## src/rtl/pipe_stall_ctrl.sv

```systemverilog
// pipe_stall_ctrl
// Fetch-side pipeline control for a classic five-stage CPU. Owns the PC and the
// IF/ID pipeline register. Applies the hazard unit's stall, bubble and PC-write
// requests and the branch-flush request from ID. Reports a small RUN/STALL/FLUSH
// status FSM and, optionally, stall/flush performance counters.
//
// Ports
//   clk_i           single clock, all state updates on the rising edge
//   rst_i           synchronous active-high reset
//   start_i         run enable; 0 freezes PC, IF/ID, bubble, FSM and counters
//   PCWrite_i       PC update permit from hazard detection
//   Stall_i         IF/ID hold request from hazard detection
//   NoOp_i          ID/EX bubble request from hazard detection
//   Flush_i         branch taken in ID; squash IF/ID and redirect the PC
//   BranchTarget_i  redirect address
//   Instr_i         instruction-memory read data for PC_o (same cycle)
//   PC_o            current fetch address
//   IFID_PC_o       PC of the instruction held in IF/ID
//   IFID_Instr_o    instruction held in IF/ID
//   IFID_Valid_o    IF/ID holds a real instruction
//   IDEX_Bubble_o   EX stage holds an inserted bubble
//   State_o         RUN=0, STALL=1, FLUSH=2
//   StallCnt_o      stall-cycle count (0 unless PIPE_PERF_CNT_EN)
//   FlushCnt_o      flush count       (0 unless PIPE_PERF_CNT_EN)
//
// Configuration
//   PIPE_PERF_CNT_EN  when defined, builds saturating stall/flush counters;
//                     otherwise both counter outputs are tied to zero.

module pipe_stall_ctrl (
    input  logic        clk_i,
    input  logic        rst_i,
    input  logic        start_i,
    input  logic        PCWrite_i,
    input  logic        Stall_i,
    input  logic        NoOp_i,
    input  logic        Flush_i,
    input  logic [31:0] BranchTarget_i,
    input  logic [31:0] Instr_i,
    output logic [31:0] PC_o,
    output logic [31:0] IFID_PC_o,
    output logic [31:0] IFID_Instr_o,
    output logic        IFID_Valid_o,
    output logic        IDEX_Bubble_o,
    output logic [1:0]  State_o,
    output logic [31:0] StallCnt_o,
    output logic [31:0] FlushCnt_o
);

    typedef enum logic [1:0] {
        ST_RUN   = 2'd0,
        ST_STALL = 2'd1,
        ST_FLUSH = 2'd2
    } state_t;

    logic [31:0] pc_q, pc_d;
    logic [31:0] ifid_pc_q, ifid_pc_d;
    logic [31:0] ifid_instr_q, ifid_instr_d;
    logic        ifid_valid_q, ifid_valid_d;
    logic        bubble_q, bubble_d;
    state_t      state_q, state_d;
    logic        eff_flush;

    // A stall means the branch operands in ID are not ready yet, so the
    // branch decision cannot be trusted: the stall masks the flush.
    assign eff_flush = Flush_i & ~Stall_i;

    // PC and IF/ID next values. Flush wins over everything else. A stall holds
    // IF/ID. PCWrite_i low without a stall refetches the same address.
    always_comb begin
        pc_d         = pc_q;
        ifid_pc_d    = ifid_pc_q;
        ifid_instr_d = ifid_instr_q;
        ifid_valid_d = ifid_valid_q;
        bubble_d     = bubble_q;
        if (start_i) begin
            bubble_d = NoOp_i;
            if (eff_flush) begin
                pc_d = BranchTarget_i;
            end else if (PCWrite_i) begin
                pc_d = pc_q + 32'd4;
            end
            if (eff_flush) begin
                ifid_pc_d    = 32'd0;
                ifid_instr_d = 32'd0;
                ifid_valid_d = 1'b0;
            end else if (!Stall_i) begin
                ifid_pc_d    = pc_q;
                ifid_instr_d = Instr_i;
                ifid_valid_d = 1'b1;
            end
        end
    end

    // Status FSM. Every state takes the same exits, but the case is kept
    // explicit so each transition is easy to audit.
    always_comb begin
        state_d = state_q;
        if (start_i) begin
            case (state_q)
                ST_RUN, ST_STALL, ST_FLUSH: begin
                    if (Stall_i) begin
                        state_d = ST_STALL;
                    end else if (eff_flush) begin
                        state_d = ST_FLUSH;
                    end else begin
                        state_d = ST_RUN;
                    end
                end
                default: state_d = ST_RUN;
            endcase
        end
    end

    always_ff @(posedge clk_i) begin
        if (rst_i) begin
            pc_q         <= 32'd0;
            ifid_pc_q    <= 32'd0;
            ifid_instr_q <= 32'd0;
            ifid_valid_q <= 1'b0;
            bubble_q     <= 1'b0;
            state_q      <= ST_RUN;
        end else begin
            pc_q         <= pc_d;
            ifid_pc_q    <= ifid_pc_d;
            ifid_instr_q <= ifid_instr_d;
            ifid_valid_q <= ifid_valid_d;
            bubble_q     <= bubble_d;
            state_q      <= state_d;
        end
    end

`ifdef PIPE_PERF_CNT_EN
    logic [31:0] stall_cnt_q, stall_cnt_d;
    logic [31:0] flush_cnt_q, flush_cnt_d;

    // Saturating counters: once all-ones they stay there until reset.
    always_comb begin
        stall_cnt_d = stall_cnt_q;
        flush_cnt_d = flush_cnt_q;
        if (start_i && Stall_i && (stall_cnt_q != 32'hFFFF_FFFF)) begin
            stall_cnt_d = stall_cnt_q + 32'd1;
        end
        if (start_i && eff_flush && (flush_cnt_q != 32'hFFFF_FFFF)) begin
            flush_cnt_d = flush_cnt_q + 32'd1;
        end
    end

    always_ff @(posedge clk_i) begin
        if (rst_i) begin
            stall_cnt_q <= 32'd0;
            flush_cnt_q <= 32'd0;
        end else begin
            stall_cnt_q <= stall_cnt_d;
            flush_cnt_q <= flush_cnt_d;
        end
    end

    assign StallCnt_o = stall_cnt_q;
    assign FlushCnt_o = flush_cnt_q;
`else
    assign StallCnt_o = 32'd0;
    assign FlushCnt_o = 32'd0;
`endif

    assign PC_o          = pc_q;
    assign IFID_PC_o     = ifid_pc_q;
    assign IFID_Instr_o  = ifid_instr_q;
    assign IFID_Valid_o  = ifid_valid_q;
    assign IDEX_Bubble_o = bubble_q;
    assign State_o       = state_q;

endmodule

```

## config.mk

```make
export PLATFORM = sky130hd
export DESIGN_NAME = pipe_stall_ctrl
export DESIGN_NICKNAME = d
export VERILOG_FILES = /design/src/rtl/pipe_stall_ctrl.sv
export SDC_FILE = /design/constraint.sdc
export NUM_CORES = 1
export LEC_CHECK = 0
export ABC_AREA = 1
export CAP_MARGIN = 20
export CELL_PAD_IN_SITES_DETAIL_PLACEMENT = 1
export CELL_PAD_IN_SITES_GLOBAL_PLACEMENT = 1
export CORE_MARGIN = 10
export CORE_UTILIZATION = 25
export CTS_CLUSTER_DIAMETER = 120
export CTS_CLUSTER_SIZE = 20
export DETAILED_ROUTE_END_ITERATION = 6
export GPL_ROUTABILITY_DRIVEN = 1
export MAX_ROUTING_LAYER = met4
export PLACE_DENSITY = 0.86
export SYNTH_ARGS = -nofsm -noshare
export SYNTH_HDL_FRONTEND = slang
export SYNTH_SLANG_ARGS = --single-unit
```

## constraint.sdc

```tcl
create_clock -name clk_i -period 1.51 [get_ports clk_i]
set_input_delay 0.453 -clock clk_i [delete_from_list [all_inputs] [get_ports clk_i]]
set_output_delay 0.453 -clock clk_i [all_outputs]
set_load 0.02 [all_outputs]
```

==> flow_metrics.tcl, run 1 <==
set metrics [dict create \
    status "aborted with a tool error" \
    stop_stage "detailed routing" \
    error "[ERROR DRT-0255] Maze Route cannot find path of net clk_i in worker of routeBox ( 144900 0 ) ( 163475 48300 )." \
    dp_hpwl_um 16000 \
    grt_max_degree 35 \
    netlist.area_leader.share_pct 38.9 \
    die_h_um 163 \
    syn_inst 765 \
    place_ws_ns -0.541 \
    cts_root_buf "clkbuf_16" \
    io_pins 235 \
    ys_seq_elements 100 \
    io_buffer_count 170 \
    die_w_um 163 \
    numCtsBuffers 9 \
    grt_pass1_vias 6110 \
    clkSinkCount 100 \
    avgSynthCellArea_um2 6.73 \
    gp_congestion 0.860 \
    cts_htree_levels 3 \
    grt_overflow_total 0 \
    yosysSeqAreaShare_pct 38.9 \
    rows 52 \
    grt_util_all_layers_pct 15.7 \
    yosysWarnings 0 \
    synth_cell_types 27 \
    synth_top_area_cell "dfxtp_1" \
    postGrtWorstEndpoint "PC_o[24]$_SDFFE_PP0P_/D" \
    worst-ep-kind "register input" \
    grt_antenna_before_repair 0 \
    place_inst 1237 \
    syn_area_mm2 0.00515 \
    synthTopCellsByArea "dfxtp_1 39%, nand2_1 20%, a21oi_1 9.6%" \
    grt_pass1_wl_um 32600 \
    clockBufferDepth 2 \
    start_util_pct 25.4 \
]
through the flow:
step / area, um^2 / TNS (ns)
4_1_cts: 7770 / 0
2_1_floorplan: 5390 / 0
5_1_grt: 7950 / -1.50
3_3_place_gp: 7350 / -39.92
3_5_place_dp: 7350 / -43.03
cell usage after synthesis (all sizes together):
cell type    n
a211oi       1
a21oi       99
a311oi       1
and2         1
buf         88
clkbuf      11
conb         1
dfxtp      100
ha           1
inv         33
nand2      283
nand3       31
nor2        87
nor3         2
o211ai       1
o21ai       21
o31ai        2
xnor2        2
kinds of logic after synthesis:
kind of cell    after synthesis  share of synthesized area (%)
xor+xnor                      2                          0.340
other cells                   1                         0.0729
flops                       100                           38.9
buf+inv                     132                           15.6
compound gates              125                           12.8
simple gates                404                           32.1
fa+ha+maj                     1                          0.243
layer usage:
layer and track usage (%):
met2 27.1, met3 3.62, met1 17.3, met4 5.69, met5 -
repair_timing:
action	in CTS	in global routing
setup buffers	4	11
setup endpoints to repair	192	74
hold buffers	0	0
gates cloned	2	0
gates resized for setup	223	109
pin swaps	8	32
==> run 2: changes to the inputs <==
==> config.mk (replaced) <==
export PLATFORM = sky130hd
export DESIGN_NAME = pipe_stall_ctrl
export DESIGN_NICKNAME = d
export VERILOG_FILES = /design/src/rtl/pipe_stall_ctrl.sv
export SDC_FILE = /design/constraint.sdc
export NUM_CORES = 1
export LEC_CHECK = 0
export ABC_AREA = 1
export CAP_MARGIN = 20
export CORE_MARGIN = 10
export CORE_UTILIZATION = 35
export DETAILED_ROUTE_END_ITERATION = 6
export GPL_ROUTABILITY_DRIVEN = 1
export PLACE_DENSITY_LB_ADDON = 0.15
export SYNTH_ARGS = -nofsm -noshare
export SYNTH_HDL_FRONTEND = slang
export SYNTH_SLANG_ARGS = --single-unit
==> constraint.sdc (replaced) <==
create_clock -name clk_i -period 1.96 [get_ports clk_i]
set_input_delay 0.588 -clock clk_i [delete_from_list [all_inputs] [get_ports clk_i]]
set_output_delay 0.588 -clock clk_i [all_outputs]
set_load 0.02 [all_outputs]
==> flow_metrics.tcl, run 2 <==
set metrics [dict create \
    status "completed" \
    fin_util_pct 51.3 \
    vias 5104 \
    path_clk_slew_ns 0.07 \
    cp-start-kind "flop" \
    cp_num_buf_inv 1 \
    cts_htree_levels 3 \
    synth.most_common_cell "nand2_1" \
    hold-worst-slack_ns 0.459 \
    synth_edf_count 0 \
    layout-area-overhead-vs-synth_pct 44.3 \
    io_buffer_count 170 \
    cp_data_arrival_time_ns 1.33 \
    end_kind "output port" \
    dieArea_mm2 0.0200 \
    crit_chain "clkdlybuf4s50_1" \
    cts_setup_buffers 0 \
    fin_cells 1151 \
    clkLatencyLatePin_ns 0.35 \
    period_share_pct 97.8 \
    hold_class "flop to flop" \
    core-area_mm2 0.0145 \
    timing.final.crit_period_ns 1.92 \
    hold_depth 2 \
    clkSinkCount 100 \
    vias_per_cell 4.43 \
    postSynth.topFlopCell "dfxtp_1" \
    gp_congestion 0.899 \
    p_per_area_mw_per_mm2 657 \
    grt_antenna_before_repair 0 \
    critPathKind "flop to output port" \
    yosysWarnings 0 \
    drt-initial-drc-count 278 \
    syn_inst 765 \
    antenna_cells 0 \
    drv_slew 0 \
    r2r_end "PC_o[28]" \
    required_ns 1.37 \
    wl_per_cell_um 14.6 \
    dp_hpwl_um 12900 \
    power.total_mw 4.88 \
    syn_area_mm2 0.00515 \
    min-delay-start "IDEX_Bubble_o" \
    grt_util_all_layers_pct 16.1 \
    start_util_pct 35.5 \
    rsz0062_at_grt "no" \
    ys_seq_elements 100 \
    synth_cell_types 27 \
    place_ws_ns -0.146 \
    ant_nets 0 \
    grt_max_degree 36 \
    synthTopCellsByArea "dfxtp_1 39%, nand2_1 20%, a21oi_1 9.6%" \
    ys_async_sr_fraction_pct 0 \
    vdd_ir_drop_max_v 0.000381 \
    drc_errors 0 \
    die_h_um 141 \
    hold_violations 0 \
    numCtsBuffers 9 \
    finalClockSkew_ns 0.00769 \
    avgSynthCellArea_um2 6.73 \
    drive_gt1_share_pct 10.1 \
    synth_common_cells "275 x nand2_1, 100 x dfxtp_1, 99 x a21oi_1" \
    clockBufferDepth 2 \
    setup_violations 0 \
    min_to "IDEX_Bubble_o" \
    cap_violations 0 \
    mostFrequentLayoutCells "275 x nand2_1, 153 x clkdlybuf4s50_1, 100 x dfxtp_1" \
    cpLargestDelayFamily "buffers and inverters" \
    fin_nets 1034 \
    grt_overflow_total 0 \
    final_common_cell "nand2_1" \
    grt_pass1_wl_um 26500 \
    rows 44 \
    grt_pass1_vias 4965 \
    place_inst 1135 \
    fmax_ghz 0.522 \
    io_pins 235 \
    rrSetupSlack_ns 0.29 \
    crit_path_max_fanout 2 \
    cts_tree "built" \
    first_pass_iters 4 \
    yosysSeqAreaShare_pct 38.9 \
    synth_top_area_cell "dfxtp_1" \
    cts_root_buf "clkbuf_16" \
    netlist.area_leader.share_pct 38.9 \
    p_leak_nw 2.88 \
    die_w_um 141 \
    max_stage_delay_ns 0.65 \
    setup_ws_ns 0.0434 \
    r2r-start "PC_o[3]" \
    cp_slowest_cell "clkdlybuf4s50_1" \
    routed_wl_um 16800 \
    ff2ff_path_depth 10 \
]
-- run 2: timing repair --
action / in CTS / in global routing
gates resized for setup: 10 / 6
pin swaps: 0 / 0
setup endpoints to repair: 10 / 6
hold buffers: 0 / 0
-- run 2: final cells by class --
| cell class | instances | area [um^2] |
|---|---|---|
| repair buffers | 222 | 2170 |
| fillers | 1528 | 7050 |
| clock inverters | 6 | 86.3 |
| inverters | 33 | 124 |
| multi-input cells | 596 | 2580 |
| well taps | 184 | 230 |
| clock buffers | 10 | 239 |
| flip-flops and latches | 100 | 2000 |
-- run 2: worst max path at each step --
stage,startpoint,end,slack (ns),cells after the start
after floorplan,PC_o[3],PC_o[26],0.36,10
after global placement,Flush_i,PC_o[9],-0.14,8
after detailed placement,Flush_i,PC_o[11],-0.15,8
after CTS,State_o[0],State_o[0],0.004,1
after global routing,PC_o[23],PC_o[23],0.003,1
final,PC_o[29],PC_o[29],0.04,1
-- run 2: cells by family (layout without fill, tap and decap cells) --
family | after synthesis | after routing | synth area share [%]
buffers and inverters | 132 | 271 | 15.6
adder cells (fa/ha/maj) | 1 | 1 | 0.243
AO/OA/AOI/OAI | 125 | 125 | 12.8
AND/OR/NAND/NOR | 404 | 404 | 32.1
flip-flops | 100 | 100 | 38.9
XOR/XNOR | 2 | 2 | 0.340
other | 1 | 64 | 0.0729
-- run 2: worst register-to-register path, cell delays in order, from the launching register on --
cell,delay (ns)
dfxtp_1,0.43
ha_1,0.23
nand2_2,0.07
nor2_2,0.18
nand2_2,0.14
nor2_2,0.19
nand2_1,0.08
nand2_1,0.06
nand3_1,0.06
nand2_1,0.06
a21oi_1,0.05
-- run 2: where the power goes --
group | switching (mW) | internal [mW]
sequential | 0.0331 | 2.08
combinational | 0.463 | 0.345
clock | 0.800 | 1.15
-- run 2: stage by stage --
step	area (um^2)	setup TNS (ns)
finish	7430	0
global route	7430	0
CTS	7410	0
detailed placement	7100	-7.61
global placement	7100	-5.69
floorplan	5380	0
-- run 2: layer usage --
| layer | wire length (um) | part of all wire, % | track usage (%) |
|---|---|---|---|
| met3 | 1490 | 8.9 | 4.77 |
| met5 | 0 | 0 | 0 |
| met4 | 144 | 0.86 | 4.95 |
| met2 | 7940 | 47 | 26.1 |
| met1 | 7190 | 43 | 20.1 |
(Power assumes the default switching activity.)
